File: src/rtl/adc_timing_pkg.sv
// Shared timing definitions for the serial-ADC clock/chip-select generator and
// the ADC receive path: FSM states, counter width helpers and default constants.
package adc_timing_pkg;

  localparam int HALF_DIV_DEF   = 4;
  localparam int FRAME_BITS_DEF = 16;

  typedef enum logic [1:0] {
    IDLE   = 2'd0,
    ACTIVE = 2'd1,
    GAP    = 2'd2
  } state_t;

  function automatic int prescale_w(input int half_div);
    return (half_div <= 2) ? 1 : $clog2(half_div);
  endfunction

  function automatic int gap_w(input int gap_bits);
    return $clog2(2 * gap_bits + 1);
  endfunction

  function automatic int bit_w(input int frame_bits);
    return $clog2(frame_bits + 1);
  endfunction

endpackage

File: src/rtl/adc_sclk_cs_gen_if.sv
// Control and timing bundle between the generator and its controller/consumers.
interface adc_sclk_cs_gen_if
  import adc_timing_pkg::*;
#(
  parameter int FRAME_BITS = FRAME_BITS_DEF
);
  localparam int BW = bit_w(FRAME_BITS);

  logic          en;
  logic          cont;
  logic          trig;
  logic          sclk;
  logic          cs_n;
  logic          sclk_lead;
  logic          sclk_trail;
  logic [BW-1:0] bit_cnt;
  logic          frame_start;
  logic          frame_done;
  logic          busy;

  modport master (
    output en, cont, trig,
    input  sclk, cs_n, sclk_lead, sclk_trail, bit_cnt, frame_start, frame_done, busy
  );

  modport slave (
    input  en, cont, trig,
    output sclk, cs_n, sclk_lead, sclk_trail, bit_cnt, frame_start, frame_done, busy
  );

endinterface

File: src/rtl/adc_sclk_cs_gen_tick_gen.sv
// Half-period prescaler: pulses tick every HALF_DIV cycles while run is high,
// and sits at zero while run is low so the first tick is always a full half-period away.
module tick_gen
  import adc_timing_pkg::*;
#(
  parameter int HALF_DIV = HALF_DIV_DEF
) (
  input  logic clk,
  input  logic rst,
  input  logic run,
  output logic tick
);

  localparam int PW = prescale_w(HALF_DIV);
  localparam logic [PW-1:0] LAST = PW'(HALF_DIV - 1);

  logic [PW-1:0] cnt;

  assign tick = run && (cnt == LAST);

  always_ff @(posedge clk or negedge rst) begin
    if (!rst) begin
      cnt <= '0;
    end else if (!run || tick) begin
      cnt <= '0;
    end else begin
      cnt <= cnt + PW'(1);
    end
  end

endmodule

File: src/rtl/adc_sclk_cs_gen.sv
// Serial-ADC timing master: divided sclk, active-low cs_n framing and single-cycle
// edge strobes, all registered in the system clock domain.
module adc_sclk_cs_gen
  import adc_timing_pkg::*;
#(
  parameter int HALF_DIV   = HALF_DIV_DEF,
  parameter int FRAME_BITS = FRAME_BITS_DEF,
  parameter int GAP_BITS   = 1,
  parameter bit CPOL       = 1'b1
) (
  input logic              clk,
  input logic              rst,
  adc_sclk_cs_gen_if.slave bus
);

  localparam int BW = bit_w(FRAME_BITS);
  localparam int GW = gap_w(GAP_BITS);
  localparam logic [BW-1:0] BIT_LAST = BW'(FRAME_BITS);
  localparam logic [GW-1:0] GAP_LAST = GW'(2 * GAP_BITS - 1);

  state_t        state, state_nxt;
  logic          sclk_q, sclk_nxt;
  logic          cs_n_q, cs_n_nxt;
  logic          lead_q, lead_nxt;
  logic          trail_q, trail_nxt;
  logic          fs_q, fs_nxt;
  logic          fd_q, fd_nxt;
  logic [BW-1:0] bit_q, bit_nxt, bit_inc;
  logic [GW-1:0] gap_q, gap_nxt;
  logic          tick;
  logic          start;

  tick_gen #(.HALF_DIV(HALF_DIV)) u_tick (
    .clk  (clk),
    .rst  (rst),
    .run  (state != IDLE),
    .tick (tick)
  );

  assign start   = bus.en && (bus.cont || bus.trig);
  assign bit_inc = bit_q + BW'(1);

  always_ff @(posedge clk or negedge rst) begin
    if (!rst) begin
      state   <= IDLE;
      sclk_q  <= CPOL;
      cs_n_q  <= 1'b1;
      lead_q  <= 1'b0;
      trail_q <= 1'b0;
      fs_q    <= 1'b0;
      fd_q    <= 1'b0;
      bit_q   <= '0;
      gap_q   <= '0;
    end else begin
      state   <= state_nxt;
      sclk_q  <= sclk_nxt;
      cs_n_q  <= cs_n_nxt;
      lead_q  <= lead_nxt;
      trail_q <= trail_nxt;
      fs_q    <= fs_nxt;
      fd_q    <= fd_nxt;
      bit_q   <= bit_nxt;
      gap_q   <= gap_nxt;
    end
  end

  // The frame closes on the same tick as its last trailing edge, and a gap that
  // ends on a tick leaves the prescaler at zero, so back-to-back frames need no idle cycle.
  always_comb begin
    state_nxt = state;
    sclk_nxt  = sclk_q;
    cs_n_nxt  = cs_n_q;
    lead_nxt  = 1'b0;
    trail_nxt = 1'b0;
    fs_nxt    = 1'b0;
    fd_nxt    = 1'b0;
    bit_nxt   = bit_q;
    gap_nxt   = gap_q;
    case (state)
      IDLE: begin
        if (start) begin
          state_nxt = ACTIVE;
          cs_n_nxt  = 1'b0;
          fs_nxt    = 1'b1;
          bit_nxt   = '0;
        end
      end
      ACTIVE: begin
        if (tick) begin
          sclk_nxt = ~sclk_q;
          if (sclk_q == CPOL) begin
            lead_nxt = 1'b1;
          end else begin
            trail_nxt = 1'b1;
            bit_nxt   = bit_inc;
            if (bit_inc == BIT_LAST) begin
              cs_n_nxt  = 1'b1;
              fd_nxt    = 1'b1;
              gap_nxt   = '0;
              state_nxt = GAP;
            end
          end
        end
      end
      GAP: begin
        if (tick) begin
          if (gap_q == GAP_LAST) begin
            if (bus.en && bus.cont) begin
              state_nxt = ACTIVE;
              cs_n_nxt  = 1'b0;
              fs_nxt    = 1'b1;
              bit_nxt   = '0;
            end else begin
              state_nxt = IDLE;
            end
          end else begin
            gap_nxt = gap_q + GW'(1);
          end
        end
      end
      default: state_nxt = IDLE;
    endcase
  end

  assign bus.sclk        = sclk_q;
  assign bus.cs_n        = cs_n_q;
  assign bus.sclk_lead   = lead_q;
  assign bus.sclk_trail  = trail_q;
  assign bus.bit_cnt     = bit_q;
  assign bus.frame_start = fs_q;
  assign bus.frame_done  = fd_q;
  assign bus.busy        = (state != IDLE);

endmodule

File: src/flat_wrapper.sv
// flat-port wrapper written by rule: the top's interface ports become plain ports
module adc_sclk_cs_gen_flat import adc_timing_pkg::*;
#(
  parameter int HALF_DIV   = HALF_DIV_DEF,
  parameter int FRAME_BITS = FRAME_BITS_DEF,
  parameter int GAP_BITS   = 1,
  parameter bit CPOL       = 1'b1
)
  (clk, rst, bus_en, bus_cont, bus_trig, bus_sclk, bus_cs_n, bus_sclk_lead, bus_sclk_trail, bus_bit_cnt, bus_frame_start, bus_frame_done, bus_busy);
  adc_sclk_cs_gen_if #(.FRAME_BITS(FRAME_BITS)) bus_i ();
  input logic clk;
  input logic rst;
  input wire logic [$bits(bus_i.en)-1:0] bus_en;
  input wire logic [$bits(bus_i.cont)-1:0] bus_cont;
  input wire logic [$bits(bus_i.trig)-1:0] bus_trig;
  output wire logic [$bits(bus_i.sclk)-1:0] bus_sclk;
  output wire logic [$bits(bus_i.cs_n)-1:0] bus_cs_n;
  output wire logic [$bits(bus_i.sclk_lead)-1:0] bus_sclk_lead;
  output wire logic [$bits(bus_i.sclk_trail)-1:0] bus_sclk_trail;
  output wire logic [$bits(bus_i.bit_cnt)-1:0] bus_bit_cnt;
  output wire logic [$bits(bus_i.frame_start)-1:0] bus_frame_start;
  output wire logic [$bits(bus_i.frame_done)-1:0] bus_frame_done;
  output wire logic [$bits(bus_i.busy)-1:0] bus_busy;
  assign bus_i.en = bus_en;
  assign bus_i.cont = bus_cont;
  assign bus_i.trig = bus_trig;
  assign bus_sclk = bus_i.sclk;
  assign bus_cs_n = bus_i.cs_n;
  assign bus_sclk_lead = bus_i.sclk_lead;
  assign bus_sclk_trail = bus_i.sclk_trail;
  assign bus_bit_cnt = bus_i.bit_cnt;
  assign bus_frame_start = bus_i.frame_start;
  assign bus_frame_done = bus_i.frame_done;
  assign bus_busy = bus_i.busy;
  adc_sclk_cs_gen #(.HALF_DIV(HALF_DIV), .FRAME_BITS(FRAME_BITS), .GAP_BITS(GAP_BITS), .CPOL(CPOL)) u_core (.clk(clk), .rst(rst), .bus(bus_i));
endmodule
File: config.mk
export PLATFORM = sky130hd
export DESIGN_NAME = adc_sclk_cs_gen_flat
export DESIGN_NICKNAME = d
export VERILOG_FILES = /design/src/rtl/adc_timing_pkg.sv /design/src/rtl/adc_sclk_cs_gen_if.sv /design/src/rtl/adc_sclk_cs_gen_tick_gen.sv /design/src/rtl/adc_sclk_cs_gen.sv /design/src/flat_wrapper.sv
export SDC_FILE = /design/constraint.sdc
export NUM_CORES = 1
export LEC_CHECK = 0
export ABC_CLOCK_PERIOD_IN_PS = 2200
export BUFFER_PORTS_ARGS = -buffer_cell sky130_fd_sc_hd__buf_2
export CAP_MARGIN = 10
export CORE_MARGIN = 8
export CORE_UTILIZATION = 40
export DETAILED_ROUTE_END_ITERATION = 12
export HOLD_SLACK_MARGIN = 0.05
export SLEW_MARGIN = 30
export SYNTH_ARGS = -nofsm -noshare
export SYNTH_HDL_FRONTEND = slang
export SYNTH_SLANG_ARGS = --single-unit
File: constraint.sdc
create_clock -name clk -period 2.2 [get_ports clk]
set_clock_uncertainty 0.2 [all_clocks]
set_input_delay 0.22 -clock clk [delete_from_list [all_inputs] [get_ports clk]]
set_output_delay 0.22 -clock clk [all_outputs]
set_load 0.05 [all_outputs]
=== After elaboration in Yosys (flattened, before gate mapping) ===
Index checks and enable logic that the tools add are counted.

* Flip-flop bits (word level): 17
* Latch bits: 0
* Bits in writable memories: 0
* ROM bits: 0
* Output and inout port bits: 12
* Memories kept: 0

* $add $sub $neg: 3
* Multiply operators: 0
* Div/mod/pow operators: 0
* Magnitude comparators: 0
* Equal/unequal tests: 13
* Shift operators: 0
* Muxes and demuxes: 45
* Bitwise operators: 1
* Reduce and logical (&&, ||, !) cells: 15

{| class="wikitable"
|+ Operators by type and width
! kind !! number
|-
| $mux W5 || 6
|-
| $mux W2 || 12
|-
| $mux W1 || 22
|-
| $pmux W5 S3 || 1
|-
| $reduce_and A6 Y1 || 2
|-
| $ne A2 B1 Y1 const B || 4
|-
| $ne A2 B2 Y1 const B || 4
|-
| $reduce_and A8 Y1 || 1
|-
| $reduce_and A7 Y1 || 1
|-
| $pmux W2 S3 || 1
|-
| $add A5 B1 Y5 const B || 1
|-
| $eq A5 B5 Y1 const B || 1
|-
| $add A2 B1 Y2 const B || 2
|-
| $eq A2 B1 Y1 const B || 2
|-
| $eq A2 B2 Y1 const B || 2
|-
| $pmux W2 S2 || 1
|-
| $reduce_bool A2 Y1 || 2
|-
| $logic_and A1 B1 Y1 || 3
|-
| $pmux W1 S3 || 1
|-
| $reduce_bool A3 Y1 || 1
|-
| $logic_not A2 Y1 || 1
|-
| $logic_or A1 B1 Y1 || 2
|-
| $pmux W1 S2 || 1
|-
| $reduce_and A2 Y1 || 1
|-
| other kinds (2) || 2
|}

=== Longest topological paths before layout ===
* Depth after elaboration: 6
* Gate-level depth with buffers: 6

=== Hierarchy ===
Synthesis repeated with hierarchy kept, for this count alone.

* Cell total of the unflattened synthesis: 77
* Area, all modules: 844.6 µm²

{| class="wikitable"
|+ Modules (own cells, without submodules)
! module !! times used !! cells each !! area an instance (µm²) !! sequential area each (µm²)
|-
| adc_sclk_cs_gen || 1 || 71 || 753.2 || 377.9
|-
| tick_gen || 1 || 6 || 91.3 || 50.0
|}

=== Least setup slack after synthesis ===
Ideal clock, no wire load.

* Kind: reg-to-reg
* Start: register u_core.bit_q[0], in the netlist u_core.bus.bit_cnt[0]
* End: register u_core.gap_q[0]
* Data arrival time: 1440 ps
* Data required time: 1870 ps
* Slack: 430 ps
* Stages on the path, launching flop included: 5
* Buffers on the path: 0
* Cell sequence: dfrtp_1 -> ha_1 -> nand2_1 -> nor4_4 -> o21ai_1

* Cells in the longest elaborated chain, start to end: 4

{| class="wikitable"
|+ Ends and longest elaborated chain
! element !! line !! source
|-
| start, declared || adc_sclk_cs_gen.sv:28 || <nowiki>logic [BW-1:0] bit_q, bit_nxt, bit_inc;</nowiki>
|-
| start signal, assigned || adc_sclk_cs_gen.sv:62 || <nowiki>bit_q <= bit_nxt;</nowiki>
|-
| $add A5 B1 Y5 || adc_sclk_cs_gen.sv:41 || <nowiki>assign bit_inc = bit_q + BW'(1);</nowiki>
|-
| $eq A5 B5 Y1 || adc_sclk_cs_gen.sv:96 || <nowiki>if (bit_inc == BIT_LAST) begin</nowiki>
|-
| $ne A2 B1 Y1 (no source line) || n/a ||
|-
| $reduce_and A6 Y1 (no source line) || n/a ||
|-
| end signal, assigned || adc_sclk_cs_gen.sv:63 || <nowiki>gap_q <= gap_nxt;</nowiki>
|-
| end, declared || adc_sclk_cs_gen.sv:29 || <nowiki>logic [GW-1:0] gap_q, gap_nxt;</nowiki>
|}

No other way between the ends.
A chain may end at the register's enable or synchronous reset.

=== Worst setup path in the final report ===
* Start: register u_core.u_tick.cnt[0]
* End: register u_core.gap_q[1]

* Cells in the longest elaborated chain, start to end: 4

{| class="wikitable"
|+ Ends and longest elaborated chain
! element !! line !! source
|-
| start, declared || adc_sclk_cs_gen_tick_gen.sv:17 || <nowiki>logic [PW-1:0] cnt;</nowiki>
|-
| start signal, assigned || adc_sclk_cs_gen_tick_gen.sv:27 || <nowiki>cnt <= cnt + PW'(1);</nowiki>
|-
| $eq A2 B2 Y1 (*) || adc_sclk_cs_gen_tick_gen.sv:19 || <nowiki>assign tick = run && (cnt == LAST);</nowiki>
|-
| $logic_and A1 B1 Y1 (*) || adc_sclk_cs_gen_tick_gen.sv:19 ||
|-
| $ne A2 B2 Y1 (no source line) || n/a ||
|-
| $reduce_and A6 Y1 (no source line) (*) || n/a ||
|}

Mark *: on every way between the ends. The rest lies on a longest branch, timed or not.

==> flow_metrics.py <==
metrics = {
    "sta": {
        "relSlewSlack_pct": 75.6,
        "slew_viol_final": 0,
        "fin_tns_setup_ps": 0,
        "tightest_slew_ps": 367,
        "timing.fmax_mhz": 562,
        "hold_violations": 0,
        "rsz0062_at_grt": "no",
        "holdWs_ps": 171,
        "setup_viol": 0,
        "fin_crit_sh_pct": 80.9,
        "period_needed_ps": 1780,
    },
    "synth": {
        "synth.area.top_cells": "dfrtp_1 44%, dfstp_2 6.1%, ha_1 4.4%",
        "yosys.cell_types.count": 32,
        "ys.warnings.count": 0,
        "syn_inst": 81,
        "syn_area_per_cell_um2": 10.6,
        "ys_seq_area_share_pct": 50.1,
        "yosysMostFrequentCell": "dfrtp_1",
        "synth-edff-count": 0,
        "synth_flop_cell": "dfrtp_1",
        "async_flop_share_pct": 100,
        "synth_top_area_cell": "dfrtp_1",
        "syn_area_um2": 855,
        "yosysTopAreaCellShare_pct": 43.9,
        "syn_nets": 89,
        "ys_ff_latch": 17,
        "yosys-top-cells-count": "15 x dfrtp_1, 10 x nand2_1, 6 x inv_1, 5 x nor2_1, 4 x nor3_1",
    },
    "power_and_ir_drop": {
        "p_int_mw": 0.407,
        "p_clk_share_pct": 28.8,
        "netSwitchingFraction_pct": 25.0,
        "leakagePower_nw": 0.463,
        "pwr-share-comb_pct": 11.0,
        "vdd_drop_max_mv": 0.321,
        "power_frac_seq_pct": 60.1,
        "p_per_area_mw_per_mm2": 540,
        "power.switching_mw": 0.136,
    },
    "cells_and_area": {
        "drive_gt1_share_pct": 27.5,
        "fin_util_pct": 50.7,
        "area_delta_synth_final_pct": 17.6,
        "multi_input_area_um2": 404,
        "nNetsFinal": 111,
        "fill_cells": 181,
        "area.sequential_um2": 428,
        "diodes": 0,
    },
    "critical_path": {
        "crit_required_ps": 2160,
        "setup.worst_path.class": "register to register",
        "reg2reg_slack_ps": 420,
        "cp-start-kind": "register",
        "reg2reg_depth": 4,
        "critPathSlowestCell": "nor4_4",
        "cp_max_fo": 7,
        "cp-end-kind": "register",
        "crit_arrival_ps": 1740,
        "slowest_delay_ps": 420,
        "rr_endpoint": "u_core.gap_q[1]",
        "r2r-start": "u_core.u_tick.cnt[0]",
        "cp_cell_sequence": "ha_1 -> nand3b_1 -> nor4_4 -> o22ai_1",
    },
    "clocking": {
        "clock-root-buffer": "clkbuf_4",
        "clock_path_buffers": 2,
        "cts_resized": 0,
        "clk_pin_slew_ps": 90,
        "postCtsSetupRepairBufs": 0,
        "clock_sinks": 17,
        "htreeDepth": 1,
        "cts_tree": "done",
        "clkLatencyLatePin_ps": 280,
        "cts_inserted_buffers": 3,
    },
    "global_routing": {
        "grt_max_degree": 18,
        "grt_pass1_vias": 659,
        "grt.overflow.total": 0,
        "grt_pass1_wl_um": 2870,
        "grt_antenna_before_repair": 0,
        "grt_usage_pct": 8.77,
    },
    "drt": {
        "via_per_inst": 4.95,
        "num_vias": 638,
        "firstDrtPassIters": 2,
        "drc": 0,
        "wl_per_cell_um": 12.5,
        "detail-route-antenna-nets": 0,
        "postRouteWirelength_um": 1610,
        "drt_iter0_drc": 9,
    },
    "min_path": {
        "worstHoldEndpoint": "u_core.bus.frame_start",
        "min_path_cells": 4,
        "min-delay-start": "bus_cont",
        "min_path_type": "input port to register",
    },
    "run": {
        "drv_cap": 0,
    },
    "die": {
        "die_area_mm2": 0.00387,
        "start_util_pct": 43.1,
        "coreArea_mm2": 0.00198,
        "die_h_um": 62.2,
        "rows": 16,
        "io_pins": 17,
        "die_w_um": 62.2,
    },
    "status": {
        "status": "finished clean",
    },
    "placed_design": {
        "dp_hpwl_um": 1240,
        "gp_congestion": 0.764,
        "io_buffer_count": 16,
    },
}
[placed cells by master, fill, tap and decap left out]
cell	instances
buf_2	16
dfrtp_1	15
nand2_1	10
inv_1	6
nor2_1	5
nor3_1	4
nand2b_1	3
o21ai_0	3
ha_1	3
clkbuf_4	3
nand3b_1	2
nor2b_1	2
nor3b_1	2
a21o_1	2
a21oi_1	2
nand3_1	2
a31oi_1	2
dfstp_2	2
o32a_4	1
and4b_1	1
a21oi_4	1
nor4_4	1
nor2_2	1
nand4b_1	1
o21a_1	1
a21oi_2	1
o22ai_1	1
or2_2	1
o21ai_1	1
o2bb2ai_1	1
a22o_1	1
or2b_1	1
a211oi_2	1
mux2i_1	1
clkbuf_1	1
dlygate4sd3_1	1
[metrics by stage]
step           total power [mW]  worst slack (ps)  instances  instance area, µm²
6_report                  0.543               421        129                1000
5_1_grt                   0.573               283        129                1000
4_1_cts                   0.552               399        129                1000
3_5_place_dp              0.392               426        124                 968
3_3_place_gp              0.392               505        124                 968
2_1_floorplan             0.372               430         81                 855
[power groups by stage]
stage	Sequential, mW	Clock (mW)	Combinational (mW)
5_1_grt	0.328	0.181	0.0649
4_1_cts	0.326	0.165	0.0609
3_3_place_gp	0.332	0	0.0597
2_1_floorplan	0.352	0	0.0195
3_5_place_dp	0.332	0	0.0596
6_report	0.326	0.156	0.0599
[sequential cells by signal, summed over array words and instances (netlist names)]
signal and flops:
u_core.gap_q 2, u_core.bus.sclk_lead 1, u_core.bus.sclk 1, u_core.bus.frame_start 1
u_core.bus.bit_cnt 5, u_core.bus.cs_n 1, u_core.bus.frame_done 1, u_core.u_tick.cnt 2
u_core.bus.sclk_trail 1, u_core.state 2
[what timing repair did]
action,in CTS,in global routing
setup endpoints to repair,0,0
hold endpoints to repair,17,0
hold buffers,1,0
[cell type report]
type,count,share of cell area [%]
well taps,27,3.36
clock buffers,4,2.62
flip-flops and latches,17,42.6
inverters,6,2.24
multi-input cells,58,40.2
repair buffers,17,8.97
[kinds of logic after synthesis]
family,after synthesis,share of synthesized area [%]
AND/OR/NAND/NOR,36,24.3
AO/OA/AOI/OAI,18,17.4
flip-flops,17,50.1
buffers and inverters,6,2.64
adder cells (fa/ha/maj),3,4.39
multiplexers,1,1.17
[worst max-delay path: cells and delay by family (launching register included)]
kind	cells	cell delay (ps)
and+or+nand+nor	2	690
DFF	1	360
adders and majority gates	1	290
AOI/OAI and AO/OA	1	110
[worst max-delay path by stage]
stage,from,cells after the start,endpoint
after floorplan,u_core.bus.bit_cnt[0],4,u_core.gap_q[0]
after detailed placement,u_core.u_tick.cnt[0],4,u_core.gap_q[1]
after CTS,u_core.u_tick.cnt[0],4,u_core.gap_q[1]
final,u_core.u_tick.cnt[0],4,u_core.gap_q[1]
after global routing,u_core.u_tick.cnt[0],4,u_core.gap_q[0]
after global placement,u_core.u_tick.cnt[0],4,u_core.gap_q[0]
[per-layer routing]
metal  up-vias  GRT usage (%)  part of all wire (%)
met5         -              0                     0
met4         0           2.92                  0.81
met1       294           10.4                    48
met2        12           13.8                    46
li1        330              -                     -
met3         2           3.76                   5.3
No activity file was read; power rests on OpenSTA's default activity.
